$ cat src/rtl/cache_stats_collector.sv
// Purpose: L2 cache event statistics with saturating counters, snapshot readout and hit-ratio divider.
// Latency: counters and snapshots update on the next edge; ratio_valid_o follows an accepted start by RATIO_FRAC+3 cycles (2 when hit+miss==0).
// Backpressure: none; events are counted every cycle, and ratio_start_i is dropped while the divider is not idle.
//
// Ports:
//   clk_i, reset_i      single rising-edge clock, synchronous active-high reset
//   event_valid_i       per-channel event strobes (ch0=hit, ch1=miss, ...)
//   clear_i             zero live counters and saturated flags
//   snapshot_i          copy live counters into snapshot registers
//   rd_index_i          selects the snapshot register shown on rd_count_o
//   rd_count_o          snapshot[rd_index_i], 0 for an out-of-range index
//   saturated_o         sticky per-channel "counter reached all-ones"
//   ratio_start_i       start hit/(hit+miss) from snapshot ch0/ch1
//   ratio_busy_o        divider in LOAD or DIV
//   ratio_valid_o       one-cycle pulse; ratio_q_o/ratio_div0_o are fresh
//   ratio_q_o           floor(hit/(hit+miss) * 2^RATIO_FRAC), Q1.RATIO_FRAC
//   ratio_div0_o        last result had hit+miss==0
module cache_stats_collector #(
  parameter int NUM_EVENTS = 4,
  parameter int CNT_WIDTH  = 32,
  parameter int RATIO_FRAC = 8
) (
  input  logic                          clk_i,
  input  logic                          reset_i,
  input  logic [NUM_EVENTS-1:0]         event_valid_i,
  input  logic                          clear_i,
  input  logic                          snapshot_i,
  input  logic [$clog2(NUM_EVENTS)-1:0] rd_index_i,
  output logic [CNT_WIDTH-1:0]          rd_count_o,
  output logic [NUM_EVENTS-1:0]         saturated_o,
  input  logic                          ratio_start_i,
  output logic                          ratio_busy_o,
  output logic                          ratio_valid_o,
  output logic [RATIO_FRAC:0]           ratio_q_o,
  output logic                          ratio_div0_o
);

  localparam int IDX_W = $clog2(NUM_EVENTS);
  localparam int BIT_W = $clog2(RATIO_FRAC + 1);
  localparam logic [CNT_WIDTH-1:0] CNT_MAX  = '1;
  localparam logic [CNT_WIDTH-1:0] CNT_NEAR = CNT_MAX - CNT_WIDTH'(1);

  // ---------------------------------------------------------------------------
  // Event counters and snapshots
  // ---------------------------------------------------------------------------
  logic [CNT_WIDTH-1:0]  live_q [NUM_EVENTS];
  logic [CNT_WIDTH-1:0]  live_d [NUM_EVENTS];
  logic [CNT_WIDTH-1:0]  snap_q [NUM_EVENTS];
  logic [CNT_WIDTH-1:0]  snap_d [NUM_EVENTS];
  logic [NUM_EVENTS-1:0] sat_q, sat_d;

  always_comb begin
    sat_d = sat_q;
    for (int i = 0; i < NUM_EVENTS; i++) begin
      live_d[i] = live_q[i];
      // Snapshot always sees the registered count, so a same-cycle event or
      // clear lands in the live counter only.
      snap_d[i] = snapshot_i ? live_q[i] : snap_q[i];
      if (clear_i) begin
        live_d[i] = '0;
        sat_d[i]  = 1'b0;
      end else if (event_valid_i[i]) begin
        if (live_q[i] != CNT_MAX) begin
          live_d[i] = live_q[i] + CNT_WIDTH'(1);
        end
        // Flag sets on the event that makes the count all-ones and stays set.
        if (live_q[i] >= CNT_NEAR) begin
          sat_d[i] = 1'b1;
        end
      end
    end
  end

  always_ff @(posedge clk_i) begin
    if (reset_i) begin
      for (int i = 0; i < NUM_EVENTS; i++) begin
        live_q[i] <= '0;
        snap_q[i] <= '0;
      end
      sat_q <= '0;
    end else begin
      for (int i = 0; i < NUM_EVENTS; i++) begin
        live_q[i] <= live_d[i];
        snap_q[i] <= snap_d[i];
      end
      sat_q <= sat_d;
    end
  end

  assign saturated_o = sat_q;

  // Indices with no matching channel fall through to zero.
  always_comb begin
    rd_count_o = '0;
    for (int i = 0; i < NUM_EVENTS; i++) begin
      if (rd_index_i == IDX_W'(i)) begin
        rd_count_o = snap_q[i];
      end
    end
  end

  // ---------------------------------------------------------------------------
  // Hit-ratio restoring divider
  // ---------------------------------------------------------------------------
  typedef enum logic [1:0] {
    S_IDLE,
    S_LOAD,
    S_DIV,
    S_DONE
  } ratio_state_e;

  ratio_state_e         state_q, state_d;
  logic [CNT_WIDTH-1:0] num_q, num_d;
  logic [CNT_WIDTH:0]   den_q, den_d;
  logic [CNT_WIDTH+1:0] rem_q, rem_d;
  logic [CNT_WIDTH+1:0] rem_sub;
  logic                 rem_ge;
  logic [RATIO_FRAC:0]  quo_q, quo_d;
  logic [RATIO_FRAC:0]  res_q, res_d;
  logic [BIT_W-1:0]     bit_q, bit_d;
  logic                 div0_q, div0_d;

  always_comb begin
    state_d       = state_q;
    num_d         = num_q;
    den_d         = den_q;
    rem_d         = rem_q;
    quo_d         = quo_q;
    bit_d         = bit_q;
    res_d         = res_q;
    div0_d        = div0_q;
    ratio_busy_o  = 1'b0;
    ratio_valid_o = 1'b0;

    rem_ge  = (rem_q >= {1'b0, den_q});
    rem_sub = rem_ge ? (rem_q - {1'b0, den_q}) : rem_q;

    case (state_q)
      S_IDLE: begin
        if (ratio_start_i) begin
          num_d   = snap_q[0];
          den_d   = {1'b0, snap_q[0]} + {1'b0, snap_q[1]};
          state_d = S_LOAD;
        end
      end
      S_LOAD: begin
        ratio_busy_o = 1'b1;
        if (den_q == '0) begin
          res_d   = '0;
          div0_d  = 1'b1;
          state_d = S_DONE;
        end else begin
          rem_d   = {2'b00, num_q};
          quo_d   = '0;
          bit_d   = BIT_W'(RATIO_FRAC);
          state_d = S_DIV;
        end
      end
      S_DIV: begin
        ratio_busy_o = 1'b1;
        // Remainder stays below 2*D, so the shifted-out MSB is always zero.
        rem_d = rem_sub << 1;
        // Quotient bits arrive MSB first; after RATIO_FRAC+1 shifts the
        // first bit sits at position RATIO_FRAC.
        quo_d = {quo_q[RATIO_FRAC-1:0], rem_ge};
        if (bit_q == '0) begin
          // Publish on entry to DONE so the data is stable during the pulse.
          res_d   = quo_d;
          div0_d  = 1'b0;
          state_d = S_DONE;
        end else begin
          bit_d = bit_q - BIT_W'(1);
        end
      end
      S_DONE: begin
        ratio_valid_o = 1'b1;
        state_d       = S_IDLE;
      end
      default: begin
        state_d = S_IDLE;
      end
    endcase
  end

  always_ff @(posedge clk_i) begin
    if (reset_i) begin
      state_q <= S_IDLE;
      num_q   <= '0;
      den_q   <= '0;
      rem_q   <= '0;
      quo_q   <= '0;
      bit_q   <= '0;
      res_q   <= '0;
      div0_q  <= 1'b0;
    end else begin
      state_q <= state_d;
      num_q   <= num_d;
      den_q   <= den_d;
      rem_q   <= rem_d;
      quo_q   <= quo_d;
      bit_q   <= bit_d;
      res_q   <= res_d;
      div0_q  <= div0_d;
    end
  end

  assign ratio_q_o    = res_q;
  assign ratio_div0_o = div0_q;

endmodule

$ cat config.mk
export PLATFORM = sky130hd
export DESIGN_NAME = cache_stats_collector
export DESIGN_NICKNAME = d
export VERILOG_FILES = /design/src/rtl/cache_stats_collector.sv
export SDC_FILE = /design/constraint.sdc
export NUM_CORES = 1
export LEC_CHECK = 0
export BUFFER_PORTS_ARGS = -buffer_cell sky130_fd_sc_hd__buf_2
export CORE_MARGIN = 4
export CORE_UTILIZATION = 25
export CTS_CLUSTER_DIAMETER = 100
export DETAILED_ROUTE_END_ITERATION = 8
export GPL_TIMING_DRIVEN = 0
export PLACE_DENSITY = 0.43
export RECOVER_POWER = 100
export SKIP_LAST_GASP = 1
export SYNTH_ARGS = -nofsm -noshare
export SYNTH_HDL_FRONTEND = slang
export SYNTH_SLANG_ARGS = --single-unit
export TNS_END_PERCENT = 10
$ cat constraint.sdc
create_clock -name clk_i -period 3.95 [get_ports clk_i]
set_input_delay 1.185 -clock clk_i [delete_from_list [all_inputs] [get_ports clk_i]]
set_output_delay 1.185 -clock clk_i [all_outputs]
set_load 0.05 [all_outputs]
Word level (Yosys, flattened, before mapping)

Memory sizes are Yosys's and may differ from the RTL's.
Cells that the tools add are included.

Add/sub/neg operators: 7
Magnitude comparators: 5
Equality and inequality tests: 15
Multiplexer cells: 51
Bitwise logic cells: 8
Reductions and logical operators: 16

Operator list:

| cell                                                            | number |
|---|---|
| 32-bit two-way mux                                              | 28 |
| 32-bit by 1-bit adder with 32-bit output, second input constant | 4 |
| 32-bit >= comparator, second input constant                     | 4 |
| 32-bit inequality test, second input constant                   | 4 |
| 34-bit case mux with 2 select lines                             | 1 |
| 34-bit by 33-bit >= comparator with 1-bit output                | 1 |
| 34-bit two-way mux                                              | 1 |
| 32-bit by 32-bit adder with 33-bit output                       | 1 |
| 33-bit logical NOT                                              | 1 |
| 33-bit two-way mux                                              | 1 |
| 33-bit subtractor                                               | 1 |
| 9-bit two-way mux                                               | 2 |
| 9-bit case mux with 2 select lines                              | 1 |
| 8-bit case mux with 2 select lines                              | 1 |
| 2-bit AND reduction                                             | 7 |
| 2-bit inequality test, second input constant                    | 5 |
| 2-bit equality test, second input constant                      | 4 |
| 1-bit two-way mux                                               | 8 |
| 4-bit two-way mux                                               | 2 |
| 8-bit two-way mux                                               | 1 |
| 1-bit OR                                                        | 8 |
| 2-bit case mux with 4 select lines                              | 1 |
| 4-bit case mux with 2 select lines                              | 1 |
| 3-bit AND reduction                                             | 2 |
| other kinds (8)                                                 | 12 |

Register bits: 127
Memory bits (writable): 256
Input bits: 11
Output and inout bits: 48
Word-level logic and storage cells: 116
Memories: 2

Memories:

| memory | words | width | rd ports | clocked after memory_dff | write ports | RTL line | source |
|---|---|---|---|---|---|---|---|
| live_q | 4     | 32    | 4        | 0                        | 4           | 46       | `logic [CNT_WIDTH-1:0] live_q [NUM_EVENTS];` |
| snap_q | 4     | 32    | 4        | 0                        | 4           | 48       | `logic [CNT_WIDTH-1:0] snap_q [NUM_EVENTS];` |

Depth between registers and ports, before layout

Gate-level depths: netlist of the first run.
An unclocked memory read counts as a cell.

Depth after elaboration: 6
Depth in mapped cells: 13
Gate-level depth less buffers: 12

Worst setup path after synthesis of the first run

OpenSTA, ideal clock, no wires.

Path type: input port to output port
Start point: input port rd_index_i[0]
End point: output port rd_count_o[10]
Data arrival time: 2.674 ns
Path slack: 0.091 ns
Cell stages on the path: 3
Path through: clkbuf_1 > buf_1 > mux4_2

Cells in the longest elaborated chain, start to end: 5
Elaborated cells between the ends (all ways): 8

Ends and longest elaborated chain:

| what                            | RTL line | source |
|---|---|---|
| from (decl)                     | 28       | `input logic [$clog2(NUM_EVENTS)-1:0] rd_index_i,` |
| 2-bit logical NOT               | 96       | `if (rd_index_i == IDX_W'(i)) begin` |
| 32-bit two-way mux (3 in a row) | 96       |  |
| 32-bit two-way mux (*)          | 96       |  |
| to (decl)                       | 29       | `output logic [CNT_WIDTH-1:0] rd_count_o,` |

Every way passes the cells marked *; elsewhere a longest branch is shown, timed or not.

Worst setup path after layout of the first run

Start point: input port rd_index_i[0]
End point: output port rd_count_o[9]

Same word-level chain as after synthesis.

==> flow_summary.yaml, run 1 <==
outcome:
  outcome: "complete, but fails checks"
  failing_checks: "max-capacitance violations, max-slew violations"
placement:
  dp_slack_ns: -0.362
  gp_routability_congestion: 0.880
  detailed_place_hpwl_mm: 54.1
  numPlacedInstances: 3442
  port-buffer-count: 56
timing:
  setup-violations-final: 0
  max_freq_mhz: 255
  final_hold_viol_count: 0
  worst-slew-pin-transition_ns: 1.57
  postLayoutSetupSlackWorst_ns: 0.0352
  report.final.slew_viol_count: 16
  period_needed_ns: 3.91
  post-route-period-util_pct: 99.1
  finClkSkew_ns: 0.0238
  rsz0062_at_grt: "true"
  max_slew_margin_pct: -7.56
floorplanning:
  die-area_sq_um: 84500
  initial_utilization_pct: 25.3
  floorplan.die.height_um: 291
  die_x_um: 291
  boundaryPins: 59
  placeableCoreArea_sq_um: 79100
  num_rows: 103
finish:
  num_antenna_cells: 0
  final_nets: 2534
  layout-area-overhead-vs-synth_pct: 15.2
  final_core_utilization_pct: 29.1
  sequential_cell_area_sq_um: 7670
  finalNonFillerCells: 3527
  ratio_of_cells_with_drive_above_1_in_the_final_layout_pct: 7.15
  layout.filler_cells: 8533
  multiInputGateArea_sq_um: 11500
synthesis:
  synth.area.top_cells: "sky130_fd_sc_hd__dfxtp_1 38%, sky130_fd_sc_hd__mux2i_1 6.8%, sky130_fd_sc_hd__nor2_1 6.5%, sky130_fd_sc_hd__ha_1 5.0%, sky130_fd_sc_hd__a21oi_1 4.4%"
  post_synth_inst_count: 2336
  netlist.area_leader.share_pct: 38.4
  muxShareOfSynthArea_pct: 10.4
  post_synth_fa_ha_maj_area_fraction_pct: 5.21
  mappedNetlistArea_sq_um: 20000
  yosys.area_share.xor_xnor_pct: 6.18
  synth_nets: 2429
  post_synthesis_compound_gate_area_fraction_pct: 14.7
  count_of_synthesis_stage_warnings_from_yosys: 0
  simple_gate_area_share_of_the_yosys_netlist_pct: 21.3
  synth-seq-cells: 383
  synth_most_common_cell: "sky130_fd_sc_hd__dfxtp_1"
  postSynth.asyncResetShare_pct: 0
  synth.lib_cells_used.distinct: 82
  synth-main-ff-cell: "sky130_fd_sc_hd__dfxtp_1"
  synth_enable_flop_cells: 0
  dominant_combinational_cell_family_by_area_after_synthesis: "simple AND/OR/NAND/NOR gates"
  synth_top_cell_by_area: "sky130_fd_sc_hd__dfxtp_1"
  post_synth.cell_area_avg_sq_um: 8.56
  ys_top_cells_by_count: "383 x sky130_fd_sc_hd__dfxtp_1, 344 x sky130_fd_sc_hd__nor2_1, 221 x sky130_fd_sc_hd__nand2_1, 175 x sky130_fd_sc_hd__a21oi_1, 136 x sky130_fd_sc_hd__mux2i_1"
  synth_sequential_area_ratio_pct: 38.4
clock_network:
  tritoncts_num_sinks: 383
  clock_buffer_count_from_cts: 47
  max-clock-path-buffers: 3
  htree_num_levels: 2
  clk_latency_ns: 0.59
  clk_root_buffer_cell: "sky130_fd_sc_hd__clkbuf_16"
  path_clk_slew_ns: 0.06
  cts.repair_timing.setup_buffer_count: 0
  cts_tree: "yes"
  hold_buffers_post_cts: 0
worst_setup_path:
  r2r-start: "live_q[3][13]"
  timing.critical_path.required_ns: 2.76
  critical_path_arrival_ns: 2.73
  cp_capture_point: "rd_count_o[9]"
  timing.reg2reg.worst_path_depth: 8
  path_class: "in2out"
  worstSetupStartpoint: "rd_index_i[0]"
  setup.worst_path.end_class: "output pin"
  crit_fanout: 10
  kind_of_start_point_of_the_critical_path: "input port"
  setup.reg_to_reg.worst_slack_ns: 0.17
  r2r-end: "live_q[3][30]"
drt:
  drt.antenna.violating_nets: 0
  drt-vias-per-instance: 4.93
  vias: 17400
  drc_errors: 0
  initialDrtViolationCount: 1359
  routedWlPerCell_um: 19.2
  detail_route.first_pass.iterations: 5
  wirelength_mm: 67.8
run:
  cap_violations: 2
pwr:
  seq_power_share_pct: 30.9
  total_switching_power_w: 0.00523
  power.leakage_nw: 8.55
  ir_drop_mv: 0.352
  power_w: 0.0132
  cellInternalPower_w: 0.00801
  p_per_area_nw_per_um2: 575
  clock_power_share_pct: 31.5
  switching_share_pct: 39.5
  p_comb_share_pct: 37.7
min_path:
  hold_class: "reg2reg"
global_route:
  first_global_vias: 17100
  grt_use_total_pct: 15.5
  grt_first_pass_wirelength_mm: 104
  grt-ovfl-total: 0
  initial_antenna_violation_count: 1
  grt_max_degree: 14
==> per-stage QoR <==
step	hold WS [ns]	instance area (sq um)	TNS, ns
3_5_place_dp	0.443	21600	-9.74
4_1_cts	0.451	23100	-0.505
6_report	0.452	23000	0
3_3_place_gp	0.440	21600	-9.30
2_1_floorplan	0.432	20000	0
5_1_grt	0.474	23000	-0.349
==> worst min-delay path by stage <==
| stage | slack [ns] | cells after the start | startpoint | end |
|---|---|---|---|---|
| global route | 0.47 | 2 | ratio_q_o[4] | ratio_q_o[4] |
| global placement | 0.44 | 2 | ratio_q_o[4] | ratio_q_o[4] |
| floorplan | 0.43 | 2 | num_q[0] | num_q[0] |
| CTS | 0.45 | 2 | ratio_q_o[4] | ratio_q_o[4] |
| detailed placement | 0.44 | 2 | ratio_q_o[4] | ratio_q_o[4] |
| finish | 0.45 | 2 | ratio_q_o[3] | ratio_q_o[3] |
==> final cells by class <==
class	count	area share, %
multi-input combinational	1761	50.1
sequential	383	33.3
clock buffer	73	6.01
tap	1050	5.71
buffer	123	2.17
inverter	69	1.13
timing repair buffer	56	1.11
clock inverter	12	0.440
==> worst max-delay path: stages <==
cell	delay (ns)
sky130_fd_sc_hd__clkbuf_1	0.34
sky130_fd_sc_hd__clkbuf_4	0.37
sky130_fd_sc_hd__mux4_2	0.59
sky130_fd_sc_hd__buf_2	0.24
==> power groups by stage <==
stage | registers (W) | clock network, W | logic, W
4_1_cts | 0.00408 | 0.00430 | 0.00499
5_1_grt | 0.00410 | 0.00444 | 0.00542
6_report | 0.00409 | 0.00417 | 0.00499
2_1_floorplan | 0.00415 | 0 | 0.00346
3_5_place_dp | 0.00417 | 0 | 0.00495
3_3_place_gp | 0.00417 | 0 | 0.00497
==> timing repair <==
item | 4_1_cts | 5_1_grt
endpoints found under the hold margin | 0 | 0
gates resized for setup | 4 | 4
pin swaps | 0 | 1
setup endpoints to repair | 30 | 22
==> registers in the layout, summed over array words and instances, names as in the netlist <==
signal / count
den_q: 33
state_q: 2
bit_q: 4
live_q: 128
ratio_q_o: 9
quo_q: 8
num_q: 32
saturated_o: 4
ratio_div0_o: 1
rem_q: 34
snap_q: 128
==> routing by layer <==
metal / vias to the layer above / part of all wire (%) / global-route usage (%)
li1: 8570 / - / -
met1: 8317 / 46 / 20.6
met2: 387 / 48 / 26.6
met3: 98 / 3.6 / 1.89
met4: 2 / 2.5 / 4.29
met5: - / 0.019 / 0
==> cells by family after synthesis <==
group / Yosys count
AOI/OAI and AO/OA: 460
xor gates and xnor gates: 141
buffers and inverters: 192
adders and majority gates: 82
DFF: 383
and+or+nand+nor: 910
muxes: 168
==> layout by cell type, fill, tap and decap left out, drive strengths merged, types with 8 or more instances in the layout <==
cell type	instances
clkbuf	206
o211ai	15
nand3	97
nor2	345
xor2	73
nand2	221
a211oi	38
a22oi	13
a21oi	175
nor4	13
a21o	26
ha	80
buf	45
dfxtp	383
nand4	43
and2	12
and4	24
a31oi	14
o21ai	79
o41ai	11
or2	8
xnor2	68
or3	33
and3	36
nor3	38
o21a	13
a21boi	9
inv	72
mux4	32
mux2i	136
nand2b	9
No activity file was read; power rests on OpenSTA's default activity.
==> inputs of run 2 (changes only) <==
--- a/config.mk
+++ b/config.mk
@@ -5,6 +5,7 @@
 export SDC_FILE = /design/constraint.sdc
 export NUM_CORES = 1
 export LEC_CHECK = 0
+export ABC_AREA = 1
 export BUFFER_PORTS_ARGS = -buffer_cell sky130_fd_sc_hd__buf_2
 export CORE_MARGIN = 4
 export CORE_UTILIZATION = 25
==> flow_summary.yaml, run 2 <==
clock_network:
  clk_root_buffer_cell: "sky130_fd_sc_hd__clkbuf_16"
  path_clk_slew_ns: 0.06
  max-clock-path-buffers: 3
  htree_num_levels: 2
  clk_latency_ns: 0.62
  cts_tree: "yes"
  tritoncts_num_sinks: 383
  hold_buffers_post_cts: 0
  clock_buffer_count_from_cts: 48
floorplanning:
  initial_utilization_pct: 25.2
  die-area_sq_um: 95300
  boundaryPins: 59
  die_x_um: 309
  placeableCoreArea_sq_um: 89900
  num_rows: 110
  floorplan.die.height_um: 309
run:
  cap_violations: 0
drt:
  detailroute.wirelength.met2_mm: 43.1
  detail_route.first_pass.iterations: 6
  vias: 22800
  met3_length_mm: 4.00
  wl_met1_mm: 44.1
  routedWlPerCell_um: 19.9
  topRoutingLayerUsed: "met5"
  initialDrtViolationCount: 1727
  drt-vias-per-instance: 4.77
  drt.antenna.violating_nets: 0
  drc_errors: 0
  wirelength_mm: 95.3
worst_setup_path:
  top_cell_family_by_delay_on_the_critical_path: "buffers and inverters"
  setup.worst_path.end_class: "output pin"
  cp_capture_point: "rd_count_o[1]"
  crit_top_cell: "sky130_fd_sc_hd__clkbuf_2"
  critical_path_arrival_ns: 2.89
  r2r-end: "quo_q[0]"
  path_class: "in2out"
  cpPeakStageDelay_ns: 0.46
  crit_path_cell_trace: "clkbuf_2 > nor2_1 > clkbuf_2 > nand2_1 > a21oi_1 > buf_2"
  timing.critical_path.required_ns: 2.76
  r2r-start: "den_q[15]"
  crit_fanout: 10
  timing.critical_path.buf_inv: 3
  worstSetupStartpoint: "rd_index_i[1]"
  cpMaxStageDelayCell: "sky130_fd_sc_hd__a21oi_1"
  timing.reg2reg.worst_path_depth: 9
  kind_of_start_point_of_the_critical_path: "input port"
  cp.depth: 6
  setup.reg_to_reg.worst_slack_ns: 0.78
timing:
  worst-slew-pin-transition_ns: 1.11
  postLayoutSetupSlackWorst_ns: -0.128
  post-route-period-util_pct: 103
  period_needed_ns: 4.08
  final_hold_viol_count: 0
  report.final.slew_viol_count: 0
  finClkSkew_ns: 0.0388
  rsz0062_at_grt: "true"
  fin_worst_hold_slack_ns: 0.453
  max_freq_mhz: 245
  setup-violations-final: 8
  max_slew_margin_pct: 26.0
synthesis:
  synth_sequential_area_ratio_pct: 33.9
  synth_enable_flop_cells: 0
  yosys.area_share.xor_xnor_pct: 4.42
  synth_top_cell_by_area: "sky130_fd_sc_hd__dfxtp_1"
  synth_most_common_cell: "sky130_fd_sc_hd__nand2_1"
  postSynth.asyncResetShare_pct: 0
  simple_gate_area_share_of_the_yosys_netlist_pct: 31.7
  post_synth_inst_count: 3470
  ys_top_cells_by_count: "838 x sky130_fd_sc_hd__nand2_1, 416 x sky130_fd_sc_hd__nor2_1, 383 x sky130_fd_sc_hd__dfxtp_1, 370 x sky130_fd_sc_hd__a21oi_1, 344 x sky130_fd_sc_hd__inv_1"
  mappedNetlistArea_sq_um: 22600
  post_synth_fa_ha_maj_area_fraction_pct: 4.60
  synth-seq-cells: 383
  post_synth.cell_area_avg_sq_um: 6.52
  dominant_combinational_cell_family_by_area_after_synthesis: "simple AND/OR/NAND/NOR gates"
  muxShareOfSynthArea_pct: 0
  synth.area.top_cells: "sky130_fd_sc_hd__dfxtp_1 34%, sky130_fd_sc_hd__nand2_1 14%, sky130_fd_sc_hd__a21oi_1 8.2%, sky130_fd_sc_hd__nor2_1 6.9%, sky130_fd_sc_hd__o21ai_0 6.0%"
  synth_nets: 3563
  post_synthesis_compound_gate_area_fraction_pct: 16.4
  count_of_synthesis_stage_warnings_from_yosys: 0
  synth-main-ff-cell: "sky130_fd_sc_hd__dfxtp_1"
  synth.lib_cells_used.distinct: 46
  netlist.area_leader.share_pct: 33.9
pwr:
  ir_drop_mv: 0.407
  power.leakage_nw: 10.5
  p_per_area_nw_per_um2: 717
global_route:
  grt_use_total_pct: 19.7
  grt-ovfl-total: 0
  grt_max_degree: 14
  first_global_vias: 21900
  initial_antenna_violation_count: 3
  grt_first_pass_wirelength_mm: 142
finish:
  layout.cells.most_common: "sky130_fd_sc_hd__nand2_1"
  design_area_sq_um: 26000
  finalNonFillerCells: 4786
  largestRegisters: "live_q x128, snap_q x128, rem_q x34"
  most-common-layout-cells: "837 x sky130_fd_sc_hd__nand2_1, 416 x sky130_fd_sc_hd__nor2_1, 383 x sky130_fd_sc_hd__dfxtp_1"
  layout.filler_cells: 10200
  final_nets: 3668
  num_antenna_cells: 0
  layout-area-overhead-vs-synth_pct: 15.0
  ratio_of_cells_with_drive_above_1_in_the_final_layout_pct: 6.34
placement:
  dp_slack_ns: -0.560
  placed_inst_area_sq_um: 24400
  gp_routability_congestion: 0.941
  numPlacedInstances: 4701
  detailed_place_hpwl_mm: 76.3
  port-buffer-count: 55
min_path:
  hold_class: "reg2reg"
outcome:
  outcome: "complete, but fails checks"
  failing_checks: "negative setup slack"
==> run 2: cells by family (layout without fill, tap and decap cells) <==
group | count (synthesis) | after routing
compound gates | 708 | 708
xor+xnor | 114 | 114
fa+ha+maj | 82 | 82
buf+inv | 508 | 648
flops | 383 | 383
simple gates | 1675 | 1675
==> run 2: worst min-delay path by stage <==
stage / to / start / cells after the start / slack (ns)
2_1_floorplan: bit_q[0] / bit_q[0] / 1 / 0.42
3_3_place_gp: saturated_o[0] / saturated_o[0] / 2 / 0.44
3_5_place_dp: bit_q[0] / bit_q[0] / 1 / 0.44
4_1_cts: bit_q[0] / bit_q[0] / 1 / 0.45
5_1_grt: bit_q[0] / bit_q[0] / 1 / 0.47
6_report: bit_q[0] / bit_q[0] / 1 / 0.45
==> run 2: cell type report <==
cell class,count,area [sq um],area share [%]
sequential,383,7670,29.5
multi-input combinational,2579,12900,49.8
buffer,146,681,2.62
clock inverter,20,249,0.958
clock buffer,65,1350,5.17
tap,1176,1470,5.66
timing repair buffer,55,278,1.07
inverter,362,1360,5.24
==> run 2: timing repair <==
action	in CTS	in global routing
setup endpoints to repair	32	30
setup buffers	0	0
gates resized for setup	27	9
cloned	0	0
pin swaps	0	0
==> run 2: per-layer routing <==
| layer | global-route usage (%) | vias to the layer above |
|---|---|---|
| met3 | 2.23 | 156 |
| met1 | 26.4 | 10500 |
| li1 | - | 11600 |
| met4 | 7.62 | 2 |
| met2 | 32.5 | 559 |
| met5 | 0 | - |
==> run 2: power breakdown <==
group | total, W | switching, W | internal (W)
logic | 0.00929 | 0.00639 | 0.00290
clock network | 0.00454 | 0.00188 | 0.00266
registers | 0.00481 | 0.000446 | 0.00436
==> run 2: stage by stage <==
stage	power, W	utilization, %	setup TNS [ns]
after floorplan	0.0113	-	-0.964
after global routing	0.0201	28.9	-0.993
after CTS	0.0188	29.0	-0.0752
after detailed placement	0.0141	27.1	-12.89
final	0.0186	28.9	-0.275
after global placement	0.0142	27.1	-14.50
